==> config.mk <==
export PLATFORM = sky130hd
export DESIGN_NAME = ov7670_config_sequencer_flat
export DESIGN_NICKNAME = d
export VERILOG_FILES = /design/src/rtl/ov7670_config_sequencer_if.sv /design/src/rtl/ov7670_config_sequencer.sv /design/src/flat_wrapper.sv
export SDC_FILE = /design/constraint.sdc
export NUM_CORES = 1
export LEC_CHECK = 0
export ABC_AREA = 1
export BUFFER_PORTS_ARGS = -buffer_cell sky130_fd_sc_hd__buf_2
export CORE_MARGIN = 3
export CORE_UTILIZATION = 44
export CTS_CLUSTER_DIAMETER = 60
export DETAILED_ROUTE_END_ITERATION = 12
export PLACE_DENSITY = 0.74
export SYNTH_ARGS = -nofsm -noshare
export SYNTH_HDL_FRONTEND = slang
export SYNTH_SLANG_ARGS = --single-unit
==> constraint.sdc <==
create_clock -name clk -period 2.5 [get_ports clk]
set_input_delay 0.5 -clock clk [delete_from_list [all_inputs] [get_ports clk]]
set_output_delay 0.5 -clock clk [all_outputs]
set_load 0.03 [all_outputs]
==> src/rtl/ov7670_config_sequencer_if.sv <==
// Bus between the OV7670 config sequencer, its control port, the config ROM and the SCCB master.
// The master modport is the sequencer side.
interface ov7670_config_sequencer_if;
  logic        start;
  logic        busy;
  logic        done;
  logic [7:0]  rom_addr;
  logic [15:0] rom_data;
  logic        sccb_start;
  logic [7:0]  sccb_reg;
  logic [7:0]  sccb_value;
  logic        sccb_ready;

  modport master (
    input  start, rom_data, sccb_ready,
    output busy, done, rom_addr, sccb_start, sccb_reg, sccb_value
  );

  modport slave (
    output start, rom_data, sccb_ready,
    input  busy, done, rom_addr, sccb_start, sccb_reg, sccb_value
  );
endinterface

==> src/rtl/ov7670_config_sequencer.sv <==
// Walks the OV7670 config ROM from address 0 and turns each {reg, value} entry into one SCCB write.
// Two special words are recognised: a settle delay and the end-of-table marker.
module ov7670_config_sequencer #(
  parameter int unsigned DELAY_CYCLES = 250_000,
  parameter logic [15:0] END_WORD     = 16'hFFFF,
  parameter logic [15:0] DELAY_WORD   = 16'hFFF0
) (
  input  logic                         clk,
  input  logic                         rst_n,
  ov7670_config_sequencer_if.master    bus
);

  localparam int unsigned ADDR_W = 8;
  localparam int unsigned BYTE_W = 8;
  localparam int unsigned CNT_W  = $clog2(DELAY_CYCLES + 1);

  typedef enum logic [3:0] {
    S_IDLE, S_FETCH1, S_FETCH2, S_DECODE, S_ISSUE,
    S_WAIT_SCCB, S_DELAY, S_NEXT, S_DONE
  } state_t;

  state_t              state_q, state_d;
  logic [ADDR_W-1:0]   rom_addr_q, rom_addr_d;
  logic                sccb_start_q, sccb_start_d;
  logic [BYTE_W-1:0]   sccb_reg_q, sccb_reg_d;
  logic [BYTE_W-1:0]   sccb_value_q, sccb_value_d;
  logic                busy_q, busy_d;
  logic                done_q, done_d;
  logic [CNT_W-1:0]    cnt_q, cnt_d;
  logic                first_q, first_d;

  // State and registered outputs
  always_ff @(posedge clk or negedge rst_n) begin
    if (!rst_n) begin
      state_q      <= S_IDLE;
      rom_addr_q   <= '0;
      sccb_start_q <= 1'b0;
      sccb_reg_q   <= '0;
      sccb_value_q <= '0;
      busy_q       <= 1'b0;
      done_q       <= 1'b0;
      cnt_q        <= '0;
      first_q      <= 1'b0;
    end else begin
      state_q      <= state_d;
      rom_addr_q   <= rom_addr_d;
      sccb_start_q <= sccb_start_d;
      sccb_reg_q   <= sccb_reg_d;
      sccb_value_q <= sccb_value_d;
      busy_q       <= busy_d;
      done_q       <= done_d;
      cnt_q        <= cnt_d;
      first_q      <= first_d;
    end
  end

  // Next-state and output logic
  always_comb begin
    state_d      = state_q;
    rom_addr_d   = rom_addr_q;
    sccb_start_d = 1'b0;
    sccb_reg_d   = sccb_reg_q;
    sccb_value_d = sccb_value_q;
    busy_d       = busy_q;
    done_d       = done_q;
    cnt_d        = cnt_q;
    first_d      = first_q;

    case (state_q)
      S_IDLE, S_DONE: begin
        if (bus.start) begin
          state_d    = S_FETCH1;
          rom_addr_d = '0;
          busy_d     = 1'b1;
          done_d     = 1'b0;
        end
      end
      S_FETCH1: state_d = S_FETCH2;
      S_FETCH2: state_d = S_DECODE;
      S_DECODE: begin
        if (bus.rom_data == END_WORD) begin
          state_d = S_DONE;
          busy_d  = 1'b0;
          done_d  = 1'b1;
        end else if (bus.rom_data == DELAY_WORD) begin
          state_d = S_DELAY;
          cnt_d   = '0;
        end else begin
          state_d      = S_ISSUE;
          sccb_reg_d   = bus.rom_data[15:8];
          sccb_value_d = bus.rom_data[7:0];
        end
      end
      S_ISSUE: begin
        if (bus.sccb_ready) begin
          state_d      = S_WAIT_SCCB;
          sccb_start_d = 1'b1;
          first_d      = 1'b1;
        end
      end
      S_WAIT_SCCB: begin
        // Master still shows ready on the clock it samples the start pulse
        if (first_q) begin
          first_d = 1'b0;
        end else if (bus.sccb_ready) begin
          state_d = S_NEXT;
        end
      end
      S_DELAY: begin
        cnt_d = cnt_q + CNT_W'(1);
        if (cnt_q == CNT_W'(DELAY_CYCLES - 1)) begin
          state_d = S_NEXT;
        end
      end
      S_NEXT: begin
        if (rom_addr_q == {ADDR_W{1'b1}}) begin
          state_d = S_DONE;
          busy_d  = 1'b0;
          done_d  = 1'b1;
        end else begin
          state_d    = S_FETCH1;
          rom_addr_d = rom_addr_q + ADDR_W'(1);
        end
      end
      default: state_d = S_IDLE;
    endcase
  end

  assign bus.rom_addr   = rom_addr_q;
  assign bus.sccb_start = sccb_start_q;
  assign bus.sccb_reg   = sccb_reg_q;
  assign bus.sccb_value = sccb_value_q;
  assign bus.busy       = busy_q;
  assign bus.done       = done_q;

endmodule

==> src/flat_wrapper.sv <==
// flat-port wrapper written by rule: the top's interface ports become plain ports
module ov7670_config_sequencer_flat 
#(
  parameter int unsigned DELAY_CYCLES = 250_000,
  parameter logic [15:0] END_WORD     = 16'hFFFF,
  parameter logic [15:0] DELAY_WORD   = 16'hFFF0
)
  (clk, rst_n, bus_start, bus_rom_data, bus_sccb_ready, bus_busy, bus_done, bus_rom_addr, bus_sccb_start, bus_sccb_reg, bus_sccb_value);
  ov7670_config_sequencer_if bus_i ();
  input  logic clk;
  input  logic rst_n;
  input wire logic [$bits(bus_i.start)-1:0] bus_start;
  input wire logic [$bits(bus_i.rom_data)-1:0] bus_rom_data;
  input wire logic [$bits(bus_i.sccb_ready)-1:0] bus_sccb_ready;
  output wire logic [$bits(bus_i.busy)-1:0] bus_busy;
  output wire logic [$bits(bus_i.done)-1:0] bus_done;
  output wire logic [$bits(bus_i.rom_addr)-1:0] bus_rom_addr;
  output wire logic [$bits(bus_i.sccb_start)-1:0] bus_sccb_start;
  output wire logic [$bits(bus_i.sccb_reg)-1:0] bus_sccb_reg;
  output wire logic [$bits(bus_i.sccb_value)-1:0] bus_sccb_value;
  assign bus_i.start = bus_start;
  assign bus_i.rom_data = bus_rom_data;
  assign bus_i.sccb_ready = bus_sccb_ready;
  assign bus_busy = bus_i.busy;
  assign bus_done = bus_i.done;
  assign bus_rom_addr = bus_i.rom_addr;
  assign bus_sccb_start = bus_i.sccb_start;
  assign bus_sccb_reg = bus_i.sccb_reg;
  assign bus_sccb_value = bus_i.sccb_value;
  ov7670_config_sequencer #(.DELAY_CYCLES(DELAY_CYCLES), .END_WORD(END_WORD), .DELAY_WORD(DELAY_WORD)) u_core (.clk(clk), .rst_n(rst_n), .bus(bus_i));
endmodule
; Word-level counts from Yosys, hierarchy flattened
; Index checks and enable logic that the tools add are counted.
[op_classes]
bitwise = 2
mux = 27
n_reduce_logical = 12
n_eq_ne = 22
add_sub_neg = 2
[op_table]
columns = op, count
row1 = $mux 18, 2
row2 = $pmux 18 s2, 1
row3 = $eq 16x16->1 const B, 2
row4 = $pmux 4 s8, 1
row5 = $mux 4, 7
row6 = $add 18x1->18 const B, 1
row7 = $eq 18x18->1 const B, 1
row8 = $eq 4x3->1 const B, 4
row9 = $mux 8, 2
row10 = $pmux 8 s2, 1
row11 = $ne 2x2->1 const B, 6
row12 = $mux 1, 9
row13 = $reduce_and 3->1, 3
row14 = $add 8x1->8 const B, 1
row15 = $eq 4x2->1 const B, 2
row16 = $eq 8x8->1 const B, 1
row17 = $ne 2x1->1 const B, 4
row18 = $pmux 1 s3, 2
row19 = $reduce_bool 2->1, 3
row20 = $reduce_and 5->1, 1
row21 = $eq 4x1->1 const B, 1
row22 = $eq 4x4->1 const B, 1
row23 = $logic_not 4->1, 1
row24 = $reduce_and 4->1, 1
row25 = other kinds (6), 7
[totals]
output_inout_bits = 27
wordCells = 74
ff_bits = 50
inputBits = 20

; Depth between registers and ports, before layout
[depth]
depth_word = 4
depth_mapped = 10
mapped_depth_nobuf = 10

; Least setup slack after synthesis
; OpenSTA, ideal clock, no wires.
[synth_timing]
path_kind = reg2reg
from = register u_core.rom_addr_q[0] (netlist: u_core.bus.rom_addr[0])
to = register u_core.busy_q (netlist: u_core.bus.busy)
slack_ns = 0.919
path_buffers = 0
stages_incl_launch_ff = 11
setup_time_ns = 0.118
arrival_time_ns = 1.463
period_less_slack_ns = 1.581
cell_sequence = dfrtp_1 ha_1 nand3_1 inv_1 nand2_1 nand2_2 nand2_2 nand2_4 inv_2 nand2_1 nand2_1
[synth_via]
elab_chain_len = 3
[synth_rtl]
columns = item, line
row1 = from (decl), ov7670_config_sequencer.sv:23  ; logic [ADDR_W-1:0] rom_addr_q, rom_addr_d;
row2 = from (signal assigned), ov7670_config_sequencer.sv:46  ; rom_addr_q <= rom_addr_d;
row3 = $eq 8x8->1, ov7670_config_sequencer.sv:116  ; if (rom_addr_q == {ADDR_W{1'b1}}) begin
row4 = $ne 2x1->1 (no source line), --
row5 = $reduce_and 4->1 (no source line), --
row6 = to (signal assigned), ov7670_config_sequencer.sv:50  ; busy_q <= busy_d;
row7 = to (decl), ov7670_config_sequencer.sv:27  ; logic busy_q, busy_d;
; No other way between the ends.
; A chain may end at the register's enable or synchronous reset.

; Final worst setup path
[layout_timing]
from = register u_core.cnt_q[0]
to = register u_core.cnt_q[16]
[layout_via]
elab_chain_len = 2
[layout_rtl]
columns = item, line
row1 = from (decl), ov7670_config_sequencer.sv:29  ; logic [CNT_W-1:0] cnt_q, cnt_d;
row2 = from (signal assigned), ov7670_config_sequencer.sv:52  ; cnt_q <= cnt_d;
row3 = $add 18x1->18, ov7670_config_sequencer.sv:110  ; cnt_d = cnt_q + CNT_W'(1);
row4 = $pmux 18 s2, ov7670_config_sequencer.sv:69  ; case (state_q)
; No other way between the ends.

==> Implementation_results.wiki <==
{| class="wikitable"
! Metric !! Value
|-
| Final estimated routing congestion in global placement || 0.891
|-
| Cell row count || 27
|-
| Run status || finished clean
|-
| Total of cells resized after clock tree synthesis || 0
|-
| Worst r2r dst || u_core.cnt_q[16]$_DFFE_PN0P_
|-
| Buffers inserted by post-CTS timing repair || 0
|-
| I/O Pins || 47
|-
| Gate count after technology mapping || 375
|-
| Critical Path Start || u_core.cnt_q[0]$_DFFE_PN0P_
|-
| Count of buffers from port buffering || 46
|-
| Measured slew at the worst slew-check pin || 0.341 ns
|-
| Clock-pin slew on the worst setup and hold paths || 0.09 ns
|-
| Slew HR || 77.2%
|-
| Number of flip-flops under the largest register name || 18
|-
| Die boundary height || 84.4 um
|-
| H-tree Lvls || 2
|-
| Crit path capture type || flip-flop
|-
| Overall fraction of global-route tracks in use || 17.9%
|-
| Final worst-path setup slack || 0.830 ns
|-
| Type of element launching the critical path || flip-flop
|-
| Number of nets still failing antenna checks after routing || 0
|-
| Half-perimeter wire length after placement || 4.64 mm
|-
| Detail-routed net length per standard cell || 12.0 um
|-
| Avg Synthesized Cell Area || 7.22 um2
|-
| Data arrival time of the worst path || 1.91 ns
|-
| Distinct cells, synth || 26
|-
| Total die area || 7130 um2
|-
| Root Buffer || clkbuf_8
|-
| Sequential element share of the synthesized area || 46.2%
|-
| Buffers from clock root to sink, at most || 2
|-
| Final TNS setup || 0 ns
|-
| Wire length reported by the detailed router || 5.96 mm
|-
| Syn nets || 397
|-
| Initial antenna violation count || 0
|-
| Post-synthesis sequential element count || 50
|-
| Number of global-route vias before repair || 2428
|-
| Number of DRC violations after detailed-routing iteration 0 || 116
|-
| Worst-case reg-to-reg path depth || 9
|-
| NumNets Final || 448
|-
| Final Core Density || 54.4%
|-
| Number of remaining DRC errors || 0
|-
| Maximum number of pins on one net before global-route repair || 21
|-
| Minimum period implied by the final worst setup slack || 1.67 ns
|-
| Area of the core || 5740 um2
|-
| Capture point of the worst path || u_core.cnt_q[16]$_DFFE_PN0P_
|-
| Maximum achievable frequency || 599 MHz
|-
| Via Count || 2475
|-
| Number of hold buffers added after cts || 0
|-
| DIE WIDTH || 84.4 um
|-
| Number of fill cells || 556
|-
| Worst EP required || 2.74 ns
|-
| Antenna diode instance count || 0
|-
| Slack of the worst reg-to-reg path || 0.83 ns
|-
| Most flops, register || u_core.cnt_q
|-
| Cell Area, Synth || 2710 um2
|-
| Worst slack at placement || 0.788 ns
|-
| Number of detailed-route iterations in the first pass || 4
|-
| Clock latency at the later pin of the worst-skew pair || 0.30 ns
|-
| Power per unit of standard cell area || 455 nW/um2
|-
| Class of the worst hold path || input port to asynchronous set/reset pin
|-
| YS warnings || 0
|-
| Total number of clock tree sinks || 50
|-
| First-pass GRT wire length || 10.8 mm
|-
| Start of the worst register-to-register path || u_core.cnt_q[0]$_DFFE_PN0P_
|-
| Top fanout value on the critical path || 7
|-
| VDD IR max || 0.359 mV
|-
| Ratio of cells with drive above 1 in the final layout || 17.6%
|-
| Max-capacitance violation count || 0
|-
| Leakage power total || 1.78 nW
|-
| Total count of hold-check failures in the final report || 0
|-
| Post-route clock skew || 0.00671 ns
|-
| Crit share post-route || 66.8%
|-
| Category of the most critical setup path || flip-flop to flip-flop
|-
| Number of pins exceeding their max-slew limit in the final report || 0
|-
| TritonCTS clock tree || done
|-
| Number of vias per cell || 4.97
|-
| Gr ovfl total || 0
|-
| Unrepaired setup endpoints after global routing || no
|-
| Signed area change from the synthesized netlist to the final layout || 15.4%
|-
| Effective utilization at floorplan || 47.1%
|-
| Number of buffers inserted during clock tree synthesis || 5
|-
| Final setup violation count || 0
|}
==> worst min-delay path by stage <==
stage                     startpoint                                  to  cells after the start
final                          rst_n  u_core.bus.rom_addr[5]$_DFFE_PN0P_                      1
after global placement         rst_n  u_core.bus.rom_addr[5]$_DFFE_PN0P_                      1
after global routing           rst_n  u_core.bus.rom_addr[5]$_DFFE_PN0P_                      1
after detailed placement       rst_n  u_core.bus.rom_addr[5]$_DFFE_PN0P_                      1
after CTS                      rst_n  u_core.bus.rom_addr[5]$_DFFE_PN0P_                      1
after floorplan                rst_n         u_core.bus.busy$_DFFE_PN0P_                      0
==> cells in the final DEF, fill, tap and decap left out, types with 6 or more instances in the layout <==
master    count
buf_2        46
clkbuf_8      6
dfrtp_1      50
inv_1        29
inv_2         7
nand2_1     133
nand2_2       6
nand3_1      52
nand4_1       6
nor2_1       48
o21ai_0       9
o21ai_1       8
==> area by class of cell <==
| cell class | instances | area (um2) | area share (%) |
|---|---|---|---|
| Clock buffer | 6 | 82.6 | 2.64 |
| Clock inverter | 1 | 30.0 | 0.961 |
| Inverter | 37 | 141 | 4.53 |
| Multi-Input combinational cell | 284 | 1280 | 41.1 |
| Sequential cell | 50 | 1250 | 40.0 |
| Tap cell | 72 | 90.1 | 2.88 |
| Timing Repair Buffer | 48 | 245 | 7.85 |
==> cells in the mapped netlist <==
library cell,number,area share (%)
nand2_1,133,18
nand3_1,52,9.6
dfrtp_1,50,46
nor2_1,48,6.7
inv_1,29,4.0
o21ai_0,9,1.7
o21ai_1,8,1.5
inv_2,7,0.97
nand2_2,6,1.4
nand4_1,6,1.4
a21oi_1,5,0.92
xnor2_1,3,0.97
buf_4,2,0.55
ha_1,2,0.92
nand2_4,2,0.83
nand3b_1,2,0.55
o21bai_1,2,0.55
buf_2,1,0.18
buf_6,1,0.42
inv_4,1,0.23
mux2i_1,1,0.37
nand3_2,1,0.37
nor2_2,1,0.23
nor2_4,1,0.42
o21ai_2,1,0.32
xor2_1,1,0.32
==> logic make-up after synthesis <==
group                    count (synthesis)  share of synthesized area [%]
AO/OA/AOI/OAI                           25                           4.94
XOR/XNOR                                 4                           1.29
adder cells (fa/ha/maj)                  2                          0.924
buffers and inverters                   41                           6.38
flip-flops                              50                           46.2
multiplexers                             1                          0.370
AND/OR/NAND/NOR                        252                           39.9
==> where the power goes <==
| part | internal [mW] | total, mW | switching, mW | leakage, nW |
|---|---|---|---|---|
| registers | 0.808 | 0.808 | 0 | 0.584 |
| logic | 0.0154 | 0.0433 | 0.0279 | 1.14 |
| clock network | 0.320 | 0.572 | 0.251 | 0.0573 |
| total | 1.14 | 1.42 | 0.279 | 1.78 |
==> layer usage <==
metal,share of wire [%],wire length (um),GRT usage (%)
met4,0.97,58,4.60
met1,47,2800,23.1
met2,48,2830,31.4
met5,0,0,0
met3,4.3,259,2.85
==> critical path, stage by stage, from the launching register on <==
cell     delay (ns)
dfrtp_1        0.46
ha_1           0.20
inv_1          0.06
nor2_2         0.21
nand2_1        0.14
nor2_1         0.22
nand3_1        0.11
nand2_1        0.08
nand3_1        0.06
nand2_1        0.07
==> stage by stage <==
step | std cells | instance area [um2] | hold WS (ns) | total power, mW
floorplan | 375 | 2710 | 0.204 | 0.830
global placement | 491 | 3010 | 0.432 | 0.868
detailed placement | 491 | 3010 | 0.424 | 0.869
CTS | 498 | 3120 | 0.0972 | 1.44
global route | 498 | 3120 | 0.109 | 1.47
finish | 498 | 3120 | 0.0880 | 1.42
Note: power is estimated with default switching activity, not from simulation.
